[src/rtl/apb_ram_arbiter.sv]
// Round-robin APB master that lets NUM_REQ req/done clients share one APB RAM slave.
// Define APB_ARB_TIMEOUT_EN to end stuck ACCESS phases after TIMEOUT_CYC cycles with an error.
//
// state  | meaning
// IDLE   | bus idle (psel=0), arbitrating among pending requests
// SETUP  | psel=1, penable=0 for exactly one cycle
// ACCESS | psel=1, penable=1 until pready (or timeout) is sampled
module apb_ram_arbiter #(
  parameter int NUM_REQ     = 2,
  parameter int ADDR_W      = 32,
  parameter int DATA_W      = 32,
  parameter int TIMEOUT_CYC = 16
) (
  input  logic                        pclk,
  input  logic                        presetn,
  input  logic [NUM_REQ-1:0]          req,
  input  logic [NUM_REQ-1:0]          req_write,
  input  logic [NUM_REQ*ADDR_W-1:0]   req_addr,
  input  logic [NUM_REQ*DATA_W-1:0]   req_wdata,
  output logic [NUM_REQ-1:0]          gnt,
  output logic [NUM_REQ-1:0]          done,
  output logic [DATA_W-1:0]           rsp_rdata,
  output logic                        rsp_err,
  output logic                        psel,
  output logic                        penable,
  output logic                        pwrite,
  output logic [ADDR_W-1:0]           paddr,
  output logic [DATA_W-1:0]           pwdata,
  input  logic [DATA_W-1:0]           prdata,
  input  logic                        pready,
  input  logic                        pslverr
);

  localparam int IDX_W = (NUM_REQ > 1) ? $clog2(NUM_REQ) : 1;
  localparam int SUM_W = IDX_W + 1;

  localparam logic [1:0] ST_IDLE   = 2'd0;
  localparam logic [1:0] ST_SETUP  = 2'd1;
  localparam logic [1:0] ST_ACCESS = 2'd2;

  logic [1:0]         state_q, state_d;
  logic [IDX_W-1:0]   rr_ptr_q, rr_ptr_d;
  logic [IDX_W-1:0]   owner_q, owner_d;
  logic [NUM_REQ-1:0] gnt_q, gnt_d;
  logic [NUM_REQ-1:0] done_q, done_d;
  logic [DATA_W-1:0]  rsp_rdata_q, rsp_rdata_d;
  logic               rsp_err_q, rsp_err_d;
  logic               psel_q, psel_d;
  logic               penable_q, penable_d;
  logic               pwrite_q, pwrite_d;
  logic [ADDR_W-1:0]  paddr_q, paddr_d;
  logic [DATA_W-1:0]  pwdata_q, pwdata_d;

  logic               pick_vld;
  logic [IDX_W-1:0]   pick_idx;
  logic [SUM_W-1:0]   cand_sum;
  logic               xfer_end;
  logic               end_err;

  // Scan from rr_ptr upward (wrapping); descending loop lets the closest candidate win.
  always_comb begin
    pick_vld = 1'b0;
    pick_idx = '0;
    cand_sum = '0;
    for (int k = NUM_REQ - 1; k >= 0; k--) begin
      cand_sum = {1'b0, rr_ptr_q} + SUM_W'(k);
      if (cand_sum >= SUM_W'(NUM_REQ)) cand_sum = cand_sum - SUM_W'(NUM_REQ);
      if (req[cand_sum[IDX_W-1:0]]) begin
        pick_vld = 1'b1;
        pick_idx = cand_sum[IDX_W-1:0];
      end
    end
  end

`ifdef APB_ARB_TIMEOUT_EN
  localparam int TMR_W = $clog2(TIMEOUT_CYC + 1);

  logic [TMR_W-1:0] tmr_q, tmr_d;
  logic             tmr_expired;

  assign tmr_expired = (tmr_q == '0);

  // Loaded on the grant edge so the first ACCESS cycle sees TIMEOUT_CYC-1.
  always_comb begin
    tmr_d = tmr_q;
    if (state_q == ST_IDLE && pick_vld) begin
      tmr_d = TMR_W'(TIMEOUT_CYC - 1);
    end else if (state_q == ST_ACCESS && !tmr_expired) begin
      tmr_d = tmr_q - TMR_W'(1);
    end
  end

  always_ff @(posedge pclk) begin
    if (!presetn) tmr_q <= '0;
    else          tmr_q <= tmr_d;
  end

  assign xfer_end = pready || tmr_expired;
  assign end_err  = pslverr || (!pready && tmr_expired);
`else
  assign xfer_end = pready;
  assign end_err  = pslverr;
`endif

  always_comb begin
    state_d     = state_q;
    rr_ptr_d    = rr_ptr_q;
    owner_d     = owner_q;
    gnt_d       = gnt_q;
    done_d      = '0;
    rsp_rdata_d = '0;
    rsp_err_d   = 1'b0;
    psel_d      = psel_q;
    penable_d   = penable_q;
    pwrite_d    = pwrite_q;
    paddr_d     = paddr_q;
    pwdata_d    = pwdata_q;
    case (state_q)
      ST_IDLE: begin
        psel_d    = 1'b0;
        penable_d = 1'b0;
        if (pick_vld) begin
          state_d  = ST_SETUP;
          owner_d  = pick_idx;
          gnt_d    = NUM_REQ'(1) << pick_idx;
          psel_d   = 1'b1;
          pwrite_d = req_write[pick_idx];
          paddr_d  = req_addr[pick_idx*ADDR_W +: ADDR_W];
          pwdata_d = req_wdata[pick_idx*DATA_W +: DATA_W];
        end
      end
      ST_SETUP: begin
        penable_d = 1'b1;
        state_d   = ST_ACCESS;
      end
      ST_ACCESS: begin
        if (xfer_end) begin
          psel_d           = 1'b0;
          penable_d        = 1'b0;
          gnt_d            = '0;
          done_d[owner_q]  = 1'b1;
          rsp_err_d        = end_err;
          rsp_rdata_d      = pwrite_q ? '0 : prdata;
          rr_ptr_d         = (owner_q == IDX_W'(NUM_REQ - 1)) ? '0 : owner_q + IDX_W'(1);
          state_d          = ST_IDLE;
        end
      end
      default: state_d = ST_IDLE;
    endcase
  end

  always_ff @(posedge pclk) begin
    if (!presetn) begin
      state_q     <= ST_IDLE;
      rr_ptr_q    <= '0;
      owner_q     <= '0;
      gnt_q       <= '0;
      done_q      <= '0;
      rsp_rdata_q <= '0;
      rsp_err_q   <= 1'b0;
      psel_q      <= 1'b0;
      penable_q   <= 1'b0;
      pwrite_q    <= 1'b0;
      paddr_q     <= '0;
      pwdata_q    <= '0;
    end else begin
      state_q     <= state_d;
      rr_ptr_q    <= rr_ptr_d;
      owner_q     <= owner_d;
      gnt_q       <= gnt_d;
      done_q      <= done_d;
      rsp_rdata_q <= rsp_rdata_d;
      rsp_err_q   <= rsp_err_d;
      psel_q      <= psel_d;
      penable_q   <= penable_d;
      pwrite_q    <= pwrite_d;
      paddr_q     <= paddr_d;
      pwdata_q    <= pwdata_d;
    end
  end

  assign gnt       = gnt_q;
  assign done      = done_q;
  assign rsp_rdata = rsp_rdata_q;
  assign rsp_err   = rsp_err_q;
  assign psel      = psel_q;
  assign penable   = penable_q;
  assign pwrite    = pwrite_q;
  assign paddr     = paddr_q;
  assign pwdata    = pwdata_q;

endmodule

[config.mk]
export PLATFORM = sky130hd
export DESIGN_NAME = apb_ram_arbiter
export DESIGN_NICKNAME = d
export VERILOG_FILES = /design/src/rtl/apb_ram_arbiter.sv
export SDC_FILE = /design/constraint.sdc
export NUM_CORES = 1
export LEC_CHECK = 0
export CORE_ASPECT_RATIO = 0.5
export CORE_MARGIN = 2
export CORE_UTILIZATION = 30
export CTS_CLUSTER_SIZE = 10
export DETAILED_ROUTE_END_ITERATION = 10
export PLACE_DENSITY = 0.68
export SLEW_MARGIN = 10
export SYNTH_ARGS = -nofsm -noshare
export SYNTH_HDL_FRONTEND = slang
export SYNTH_SLANG_ARGS = --single-unit
[constraint.sdc]
create_clock -name pclk -period 1.8 [get_ports pclk]
set_clock_uncertainty 0.05 [all_clocks]
set_input_delay 0.36 -clock pclk [delete_from_list [all_inputs] [get_ports pclk]]
set_output_delay 0.36 -clock pclk [all_outputs]
set_load 0.01 [all_outputs]
; After elaboration in Yosys (flattened, before gate mapping)
; Index checks and enable logic that the tools add are counted.
[word_totals]
ff_bits = 108
input_bits = 168
out_inout_bits = 104
wordCells = 69
[op_classes]
add_sub_neg = 4
n_lt_le_gt_ge = 7
eq_ne = 4
n_shift = 3
muxes = 24
bitwise_logic = 3
reduce_logical = 12
[ops]
columns = operator, count
row1 = 64-bit by 7-bit variable part select with 32-bit output, 2
row2 = 1-bit 2-to-1 mux, 16
row3 = 2-bit AND reduction, 5
row4 = "1-bit by 2-bit < comparator with 1-bit output, second input constant", 4
row5 = 2-bit 2-to-1 mux, 3
row6 = 2-bit case mux with 3 select lines, 1
row7 = 3-bit AND reduction, 2
row8 = "2-bit != test, second input constant", 2
row9 = 2-bit case mux with 2 select lines, 1
row10 = 4-bit OR reduction, 1
row11 = 1-bit inverter, 3
row12 = 1-bit case mux with 3 select lines, 1
row13 = 3-bit nonzero test, 1
row14 = "1-bit by 1-bit adder with 2-bit output, second input constant", 1
row15 = "2-bit by 1-bit == test with 1-bit output, second input constant", 1
row16 = "2-bit == test, second input constant", 1
row17 = "1-bit by 2-bit greater-or-equal comparator with 1-bit output, second input constant", 1
row18 = "2-bit greater-or-equal comparator, second input constant", 1
row19 = 2-bit zero test, 1
row20 = 1-bit case mux with 2 select lines, 1
row21 = 2-bit nonzero test, 1
row22 = "1-bit by 1-bit left shift with 2-bit output, first input constant", 1
row23 = "1-bit subtractor, second input constant", 2
row24 = "1-bit adder, second input constant", 1
row25 = 3 further kinds, 3

; Logic depth before layout (Yosys ltp)
; Gate-level depths: netlist of the first run.
[depth]
depth_word = 10
depth_mapped = 6
mapped_depth_nobuf = 3

; Least setup slack after synthesis of the first run
; Ideal clock, no wire load.
[synth_timing]
path_type = input to register
from = input port req[1]
to = register pwdata_q[11] (netlist: pwdata[11])
setup_time_ps = 74
t_arrival_ps = 1182
required_time_ps = 1676
slack_ps = 494
cell_stages = 5
n_path_buf = 2
path_cell_list = buf_2 > a21boi_2 > clkbuf_1 > nand3_1 > a31oi_1
[synth_between]
elab_chain_len = 5
word_cells_on_any_way = 10
cone_classes = shift (1) / mux (8) / reduce/logical (1)
[synth_rtl]
columns = item, line
row1 = "start, declared", 16  ; input logic [NUM_REQ-1:0] req,
row2 = 1-bit 2-to-1 mux (not written as such) (2 in a row), 68  ; if (req[cand_sum[IDX_W-1:0]]) begin
row3 = 1-bit 2-to-1 mux (2 in a row), 68
row4 = 64-bit by 7-bit variable part select with 32-bit output or 2-bit AND reduction (tied branches), -
row5 = "end signal, assigned", 178  ; pwdata_q <= pwdata_d;
row6 = "end, declared", 52  ; logic [DATA_W-1:0] pwdata_q, pwdata_d;
; Parallel ways exist; a longest one is shown, timed or not. The select of a mux whose other input is x is not followed.
; A chain may end at the register's enable or synchronous reset.

; Worst setup path in the final report of the first run
[layout_timing]
from = register pwrite_q (netlist: pwrite)
to = output port pwrite
[layout_rtl]
columns = item, line
row1 = "start, declared", 50  ; logic pwrite_q, pwrite_d;
row2 = "start signal, assigned", 176  ; pwrite_q <= pwrite_d;
row3 = "end, declared", 26  ; output logic pwrite,
; No word-level cell between the ends.

==> results of run 1 <==
==> area by class of cell <==
type	instances	area (um^2)	share of cell area [%]
multi-input combinational	323	1870	24.6
timing repair buffer	290	3010	39.7
sequential	108	2160	28.5
clock buffer	9	225	2.96
clock inverter	7	76.3	1.00
inverter	2	7.51	0.0988
tap	192	240	3.16
==> synthesized netlist by cell type (all sizes together), types with 2 or more instances <==
| library cell | n | area [um^2] |
|---|---|---|
| a21oi | 5 | 25.0 |
| a31oi | 65 | 407 |
| and2 | 34 | 213 |
| buf | 34 | 185 |
| clkbuf | 26 | 108 |
| dfxtp | 108 | 2160 |
| inv | 2 | 7.50 |
| nand2 | 2 | 7.51 |
| nand3 | 66 | 330 |
| nand4 | 65 | 407 |
| nor2 | 7 | 36.3 |
| o211ai | 2 | 15.0 |
| o21ai | 68 | 340 |
| or2 | 2 | 15.0 |
==> flip-flops by register name, summed over array words and instances (netlist names) <==
| name | count |
|---|---|
| pwdata | 32 |
| rr_ptr_q | 1 |
| paddr | 32 |
| gnt | 2 |
| psel | 1 |
| penable | 1 |
| done | 2 |
| owner_q | 1 |
| state_q | 2 |
| pwrite | 1 |
| rsp_err | 1 |
| rsp_rdata | 32 |
==> final timing paths <==
kind           endpoint  cells after the start       start
min reg2reg     done[0]                      1     owner_q
max              pwrite                      1      pwrite
min          state_q[0]                      3      req[1]
max reg2reg   paddr[18]                      4  state_q[0]
==> kinds of logic (layout without fill, tap and decap cells) <==
kind of cell    Yosys count  in the layout  synth area share [%]
compound gates          142            142                  18.7
buf+inv                  62            308                  6.95
mux                       1              1                 0.232
flops                   108            108                  50.1
simple gates            180            180                  24.0
==> stage by stage <==
step                      total power [mW]  worst slack [ns]  utilization, %  std cells
after global routing                  6.38            0.0653            55.0        931
after CTS                             6.16            0.0925            55.0        931
after detailed placement              4.14          -0.00672            52.8        915
final                                 6.10             0.100            55.0        931
after global placement                4.13           0.00645            52.8        915
after floorplan                       3.27             0.494               -        493
==> power groups by stage <==
| stage | Clock, mW | Combinational, mW | Sequential, mW |
|---|---|---|---|
| global placement | 0 | 1.45 | 2.68 |
| CTS | 2.06 | 1.47 | 2.63 |
| global route | 2.16 | 1.57 | 2.65 |
| finish | 2.01 | 1.46 | 2.63 |
| detailed placement | 0 | 1.46 | 2.68 |
| floorplan | 0 | 0.530 | 2.74 |
==> layer usage <==
layer / wire (um) / part of all wire, % / GRT usage [%] / up-vias
met5: 0 / 0 / 0 / -
met4: 405 / 2.5 / 7.03 / 0
met3: 1010 / 6.3 / 5.33 / 28
met2: 8010 / 50 / 36.7 / 178
met1: 6650 / 41 / 23.7 / 2238
li1: - / - / - / 2338
==> cell usage in the layout (no fill, tap or decap), types with 2 or more instances in the layout <==
master | Yosys | layout
clkdlybuf4s50_1 | 0 | 270
dfxtp_1 | 108 | 108
nand3_1 | 66 | 66
nand4_1 | 65 | 65
a31oi_1 | 65 | 65
o21ai_0 | 47 | 47
and2_1 | 34 | 34
o21ai_1 | 21 | 21
buf_12 | 0 | 13
clkbuf_16 | 0 | 9
buf_4 | 5 | 6
nor2_1 | 5 | 5
a21oi_1 | 5 | 5
inv_8 | 0 | 3
nor2_4 | 1 | 2
nand2_1 | 2 | 2
o211ai_1 | 2 | 2
inv_6 | 0 | 2
==> out/results.tsv, run 1 <==
stage	metric	value	unit
run	drv_cap	0	
power	p_sw	1.75	mW
logic_synthesis	syn_avg_cell_area	8.76	um^2
floorplanning	core_area	13800	um^2
power	ir_drop	549	uV
finish	fin_area	7600	um^2
cts	cts_buffers	9	
timing	tightest_slew	0.408	ns
global_routing	antenna_found_initial	0	
finish	area_delta_synth_final	75.9	%
place	dp_hpwl	11300	um
cts	holdBufCountCts	0	
setup_path	critPathBufInv	1	
logic_synthesis	ys_types	30	
routing	via_per_inst	5.14	
finish	fill_cells	1250	
global_routing	globalRouteTotalUtil	20.2	%
routing	vias	4782	
timing	finalHoldViolCount	0	
cts	clock_tree.buffer_depth	2	
timing	finalSetupViolations	0	
power	p_clk_share	32.9	%
place	gp_congestion	0.865	
cts	h-tree-depth	3	
routing	drtIter0Drc	368	
power	p_int	4.35	mW
logic_synthesis	synth_flop_cell	dfxtp_1	
power	seqPwrFrac	43.1	%
floorplanning	fp.dieH	88.8	um
logic_synthesis	ys_warn_count	0	
finish	nNetsFinal	902	
routing	drc	0	
power	power_density	803	nW/um^2
timing	hold_ws	0.387	ns
setup_path	crit_slowest_cell	clkdlybuf4s50_1	
power	power.leakage	2.63	nW
cts	cts_tree	done	
setup_path	cp.arrival	1.29	ns
hold_path	hold_class	in -> reg	
routing	final_antenna_net_count	0	
floorplanning	fp.dieArea	15400	um^2
setup_path	required	1.39	ns
logic_synthesis	async_reset_ff_share	0	%
floorplanning	start_util	31.3	%
timing	slew-limit-headroom	72.7	%
power	p_sw_share	28.6	%
timing	maxSlewViolCount	0	
setup_path	endpoint_kind	primary output	
routing	dr.pass1.iters	5	
place	post_dp_cell_area	7290	um^2
logic_synthesis	synth_edf_count	0	
global_routing	grt_max_degree	67	
floorplanning	ios	272	
cts	cts.repair.resized	0	
floorplanning	rows	30	
power	comb_power_share	24.0	%
setup_path	crit_chain	clkdlybuf4s50_1	
cts	cts_root_buf	clkbuf_16	
routing	postRouteWirelength	16100	um
timing	post-route-min-period	1.70	ns
global_routing	grt_pass1_wl	25000	um
timing	rsz0062_at_grt	no	
setup_path	cp_top_family	buffers and inverters	
setup_path	worstSetupPathType	reg -> out	
timing	fin_setup_tns	0	ns
logic_synthesis	yosysSeqAreaShare	50.1	%
finish	num_antenna_cells	0	
logic_synthesis	synth-seq-cells	108	
timing	clock.fmax	588	MHz
routing	wl_per_cell	17.3	um
setup_path	cp-start-kind	register	
run_status	status	complete, no violations	
cts	post_cts_buffers	0	
logic_synthesis	syn-instance-count	493	
logic_synthesis	synth.cell_area	4320	um^2
logic_synthesis	syn_nets	661	
cts	clock_latency	0.34	ns
setup_path	ff2ff_setup_slack	0.27	ns
timing	timing.final.crit_share	94.4	%
setup_path	cp_max_fo	3	
floorplanning	die_w	174	um
cts	path_clk_slew	0.08	ns
global_routing	grt-ovfl-total	0	
finish	drive_gt1_share	5.95	%
place	port_buffers	271	
cts	cts_num_sinks	108	
global_routing	grt_pass1_vias	4711	
setup_path	critPathMaxStageDelay	0.59	ns
No activity file was read; power rests on OpenSTA's default activity.
==> inputs of run 2 (changes only) <==
Settings changed: CAP_MARGIN set to 20, GPL_TIMING_DRIVEN set to 0, SKIP_LAST_GASP set to 1.
==> run 2 against run 1 <==
  * Global-route usage grew 2.5 points
  * Highest routed layer unchanged
  * Die area is the same
  * Largest power group unchanged
  * Hold slack gained 0.044 ns
  * Maximum frequency fell by 0.51%
  * Critical path depth unchanged
==> out/results.tsv, run 2 (same netlist as run 1, synthesis figures left out) <==
stage	metric	value	unit
finish	num_antenna_cells	0	
place	gp_congestion	0.872	
place	dp_hpwl	13600	um
timing	post-route-min-period	1.71	ns
power	p_sw_share	28.4	%
finish	drive_gt1_share	7.45	%
power	p_clk_share	33.6	%
timing	clock.fmax	585	MHz
cts	cts.repair.resized	0	
cts	path_clk_slew	0.07	ns
power	power_density	818	nW/um^2
setup_path	cp.arrival	1.30	ns
finish	area_delta_synth_final	75.3	%
setup_path	crit_slowest_cell	clkdlybuf4s50_1	
cts	holdBufCountCts	0	
cts	post_cts_buffers	0	
timing	maxSlewViolCount	0	
cts	cts_num_sinks	108	
power	p_sw	1.76	mW
floorplanning	start_util	31.3	%
global_routing	globalRouteTotalUtil	22.7	%
cts	cts_tree	done	
timing	hold_ws	0.431	ns
hold_path	hold_class	reg -> reg	
finish	final_common_cell	clkdlybuf4s50_1	
floorplanning	ios	272	
floorplanning	core_area	13800	um^2
cts	cts_buffers	9	
routing	dr.pass1.iters	5	
floorplanning	fp.dieH	88.8	um
timing	rsz0062_at_grt	no	
routing	vias	5086	
finish	final_cell_mix	clkdlybuf4s50_1 (270), dfxtp_1 (108), nand3_1 (66), nand4_1 (65), a31oi_1 (65)	
global_routing	grt_pass1_wl	27500	um
setup_path	worstSetupPathType	reg -> out	
floorplanning	die_w	174	um
power	comb_power_share	24.0	%
cts	cts_root_buf	clkbuf_16	
floorplanning	fp.dieArea	15400	um^2
timing	fin_setup_tns	0	ns
timing	tightest_slew	0.730	ns
finish	nNetsFinal	942	
power	power.leakage	2.65	nW
floorplanning	rows	30	
routing	postRouteWirelength	17900	um
setup_path	required	1.39	ns
power	seqPwrFrac	42.5	%
setup_path	cp_max_fo	3	
cts	h-tree-depth	3	
setup_path	critPathMaxStageDelay	0.58	ns
routing	via_per_inst	5.24	
place	port_buffers	270	
routing	wl_per_cell	18.5	um
global_routing	grt-ovfl-total	0	
run	drv_cap	0	
routing	final_antenna_net_count	0	
power	ir_drop	469	uV
cts	clock_tree.buffer_depth	2	
place	dpl_worst_slack	-0.259	ns
timing	finalHoldViolCount	0	
power	p_int	4.44	mW
timing	slew-limit-headroom	51.3	%
global_routing	grt_max_degree	20	
setup_path	cp-start-kind	register	
setup_path	cp_top_family	buffers and inverters	
global_routing	grt_pass1_vias	4994	
timing	fin_ws	0.0913	ns
timing	timing.final.crit_share	94.9	%
global_routing	antenna_found_initial	0	
setup_path	crit_chain	clkdlybuf4s50_1	
cts	clock_latency	0.34	ns
routing	drtIter0Drc	298	
timing	finalSetupViolations	0	
setup_path	endpoint_kind	primary output	
routing	drc	0	
setup_path	critPathBufInv	1	
run_status	status	complete, no violations	
run 2: cell count changes in the layout (fill, tap and decap cells not counted), sizes merged:
cell	change
buf	+14
bufinv	+1
clkbuf	+26
clkinv	+1
inv	-2
run 2: layout make-up:
class	instances	area, um^2
fill	1288	6240
timing repair buffer	270	2700
sequential	108	2160
multi-input combinational	323	1860
buffer	60	294
tap	192	240
clock buffer	9	225
clock inverter	7	83.8
inverter	2	7.51
run 2: worst paths after layout:
check	from	end	cells past startpoint	slack, ns
worst min register to register	owner_q	done[0]	1	0.43
worst min-delay path	owner_q	done[0]	1	0.43
worst max register to register	state_q[0]	paddr[14]	5	0.22
worst max-delay path	pwrite	pwrite	1	0.09
run 2: power groups by stage:
stage,logic [mW],registers [mW],clock network [mW]
2_1_floorplan,0.530,2.74,0
3_3_place_gp,1.47,2.68,0
3_5_place_dp,1.48,2.68,0
4_1_cts,1.48,2.63,2.12
5_1_grt,1.59,2.65,2.21
6_report,1.49,2.63,2.08
run 2: stage by stage:
step / util, % / power, mW / area [um^2] / std cells
3_5_place_dp: 52.6 / 4.16 / 7260 / 955
5_1_grt: 54.8 / 6.45 / 7570 / 971
2_1_floorplan: - / 3.27 / 4320 / 493
3_3_place_gp: 52.6 / 4.15 / 7260 / 955
4_1_cts: 54.8 / 6.23 / 7570 / 971
6_report: 54.8 / 6.20 / 7570 / 971
run 2: metal layers:
| metal | track usage [%] | vias up | share of wire [%] |
|---|---|---|---|
| met1 | 28.4 | 2410 | 42 |
| met3 | 4.98 | 26 | 7.7 |
| met2 | 39.8 | 240 | 48 |
| met5 | 0 | - | 0 |
| li1 | - | 2410 | - |
| met4 | 7.64 | 0 | 2.1 |
==> inputs of run 3 (changes only) <==
Settings changed: CORE_ASPECT_RATIO 0.5 to not set, CORE_MARGIN 2 to 4, PLACE_DENSITY 0.68 to 0.76.
==> run 3 against run 2 <==
  * First-iteration DRC count is 32% higher
  * Die area is 6.2% higher
  * Wire length is 5.3% higher
  * Critical path depth stayed put
  * Core utilization is 0.83 points lower
  * Final area is 0.26% lower
  * Global-route usage is 0.39 points lower
  * Maximum frequency is 0.95% lower
  * Power is 0.14% lower
  * Critical endpoint is now paddr[10]
  * Largest cell class unchanged
  * Largest power group unchanged
  * Highest routed layer unchanged
==> out/results.tsv, run 3 (same netlist as run 1, synthesis figures left out) <==
stage	metric	value	unit
run_status	status	complete, no violations	
floorplanning	start_util	30.9	%
global_routing	grt_max_degree	22	
global_routing	antenna_found_initial	0	
setup_path	r2r_start	state_q[0]	
finish	final_common_cell	clkdlybuf4s50_1	
floorplanning	fp.dieArea	16400	um^2
timing	finalSetupViolations	0	
place	dp_cells	943	
place	dpl_worst_slack	-0.275	ns
timing	fin_ws	0.0750	ns
place	gp_congestion	0.862	
routing	dr.pass1.iters	5	
setup_path	critPathMaxStageDelay	0.57	ns
global_routing	globalRouteTotalUtil	22.3	%
routing	via_per_inst	5.33	
finish	area_delta_synth_final	74.9	%
finish	num_antenna_cells	0	
routing	postRouteWirelength	18900	um
cts	cts_tree	done	
timing	post-route-min-period	1.73	ns
cts	cts_buffers	9	
setup_path	critPathBufInv	1	
setup_path	startpoint	paddr[10]	
timing	slew-limit-headroom	52.8	%
cts	cts_root_buf	clkbuf_16	
timing	clock.fmax	580	MHz
cts	path_clk_slew	0.08	ns
place	post_dp_cell_area	7250	um^2
routing	final_antenna_net_count	0	
cts	h-tree-depth	3	
finish	fill_cells	1331	
finish	drive_gt1_share	7.45	%
floorplanning	die_w	128	um
timing	maxSlewViolCount	0	
cts	clock_latency	0.37	ns
setup_path	worstSetupPathType	reg -> out	
power	power.total	6.19	mW
timing	finalHoldViolCount	0	
floorplanning	rows	43	
setup_path	required	1.39	ns
timing	tightest_slew	0.707	ns
timing	timing.final.crit_share	95.8	%
setup_path	cp_max_fo	2	
setup_path	ff2ff_path_depth	5	
setup_path	ff2ff_setup_slack	0.12	ns
setup_path	cp.arrival	1.32	ns
timing	hold_ws	0.420	ns
global_routing	grt_pass1_wl	28200	um
setup_path	endpoint_kind	primary output	
floorplanning	core_area	14000	um^2
finish	fin_util	54.0	%
timing	rsz0062_at_grt	no	
run	drv_cap	0	
finish	nNetsFinal	942	
routing	drtIter0Drc	392	
setup_path	crit_slowest_cell	clkdlybuf4s50_1	
cts	cts_num_sinks	108	
power	power_density	820	nW/um^2
timing	fin_setup_tns	0	ns
finish	stdcell_count	959	
place	dp_hpwl	14400	um
setup_path	reg2reg_to	pwdata[27]	
cts	clock_tree.buffer_depth	2	
place	port_buffers	270	
global_routing	grt-ovfl-total	0	
setup_path	cp_top_family	buffers and inverters	
floorplanning	fp.dieH	128	um
setup_path	crit_end	paddr[10]	
global_routing	grt_pass1_vias	5045	
setup_path	crit_chain	clkdlybuf4s50_1	
hold_path	hold_class	reg -> reg	
setup_path	cp-start-kind	register	
routing	vias	5116	
cts	post_cts_buffers	0	
floorplanning	ios	272	
setup_path	worstSetupPathDepth	1	
power	ir_drop	461	uV
routing	drc	0	
finish	final_cell_mix	clkdlybuf4s50_1 (269), dfxtp_1 (108), nand3_1 (66), nand4_1 (65), a31oi_1 (65)	
finish	fin_area	7550	um^2
power	power.leakage	2.65	nW
routing	wl_per_cell	19.7	um
[run 3: how the worst min path moves through the flow]
stage                        from      end  cells past startpoint
after floorplan           owner_q  done[0]                      1
after global placement    owner_q  done[0]                      1
after detailed placement  owner_q  done[0]                      1
after CTS                 owner_q  done[0]                      1
after global routing      owner_q  done[0]                      1
final                     owner_q  done[0]                      1
[run 3: report_power, final]
part | internal, mW | switching (mW)
Sequential | 2.55 | 0.0869
Combinational | 0.783 | 0.716
Clock | 0.992 | 1.07
[run 3: final cells by class]
cell class                      count  area [um^2]  area share, %
Sequential cell                   108         2160           28.6
Clock buffer                        9          225           2.98
Clock inverter                      7         80.1           1.06
Multi-Input combinational cell    323         1860           24.6
Timing Repair Buffer              270         2700           35.8
Tap cell                          180          225           2.98
Buffer                             60          294           3.89
Inverter                            2         7.51         0.0994
[run 3: what timing repair did]
| item | CTS | global route |
|---|---|---|
| gates resized for setup | 1 | 1 |
| setup endpoints to repair | 1 | 1 |
| hold buffers | 0 | 0 |
[run 3: worst reg2reg max path: cells and delay by family, from the launching register on]
family / cells / cell delay (ns)
DFF: 1 / 0.39
buffers and inverters: 2 / 0.52
and+or+nand+nor: 2 / 0.46
AOI/OAI and AO/OA: 1 / 0.19
[run 3: layer usage]
| metal | vias to the layer above | global-route usage, % | wire (um) |
|---|---|---|---|
| met1 | 2414 | 27.1 | 7570 |
| met5 | - | 0 | 0 |
| met3 | 28 | 7.00 | 1810 |
| met2 | 261 | 37.1 | 9110 |
| met4 | 0 | 8.43 | 401 |
| li1 | 2413 | - | - |
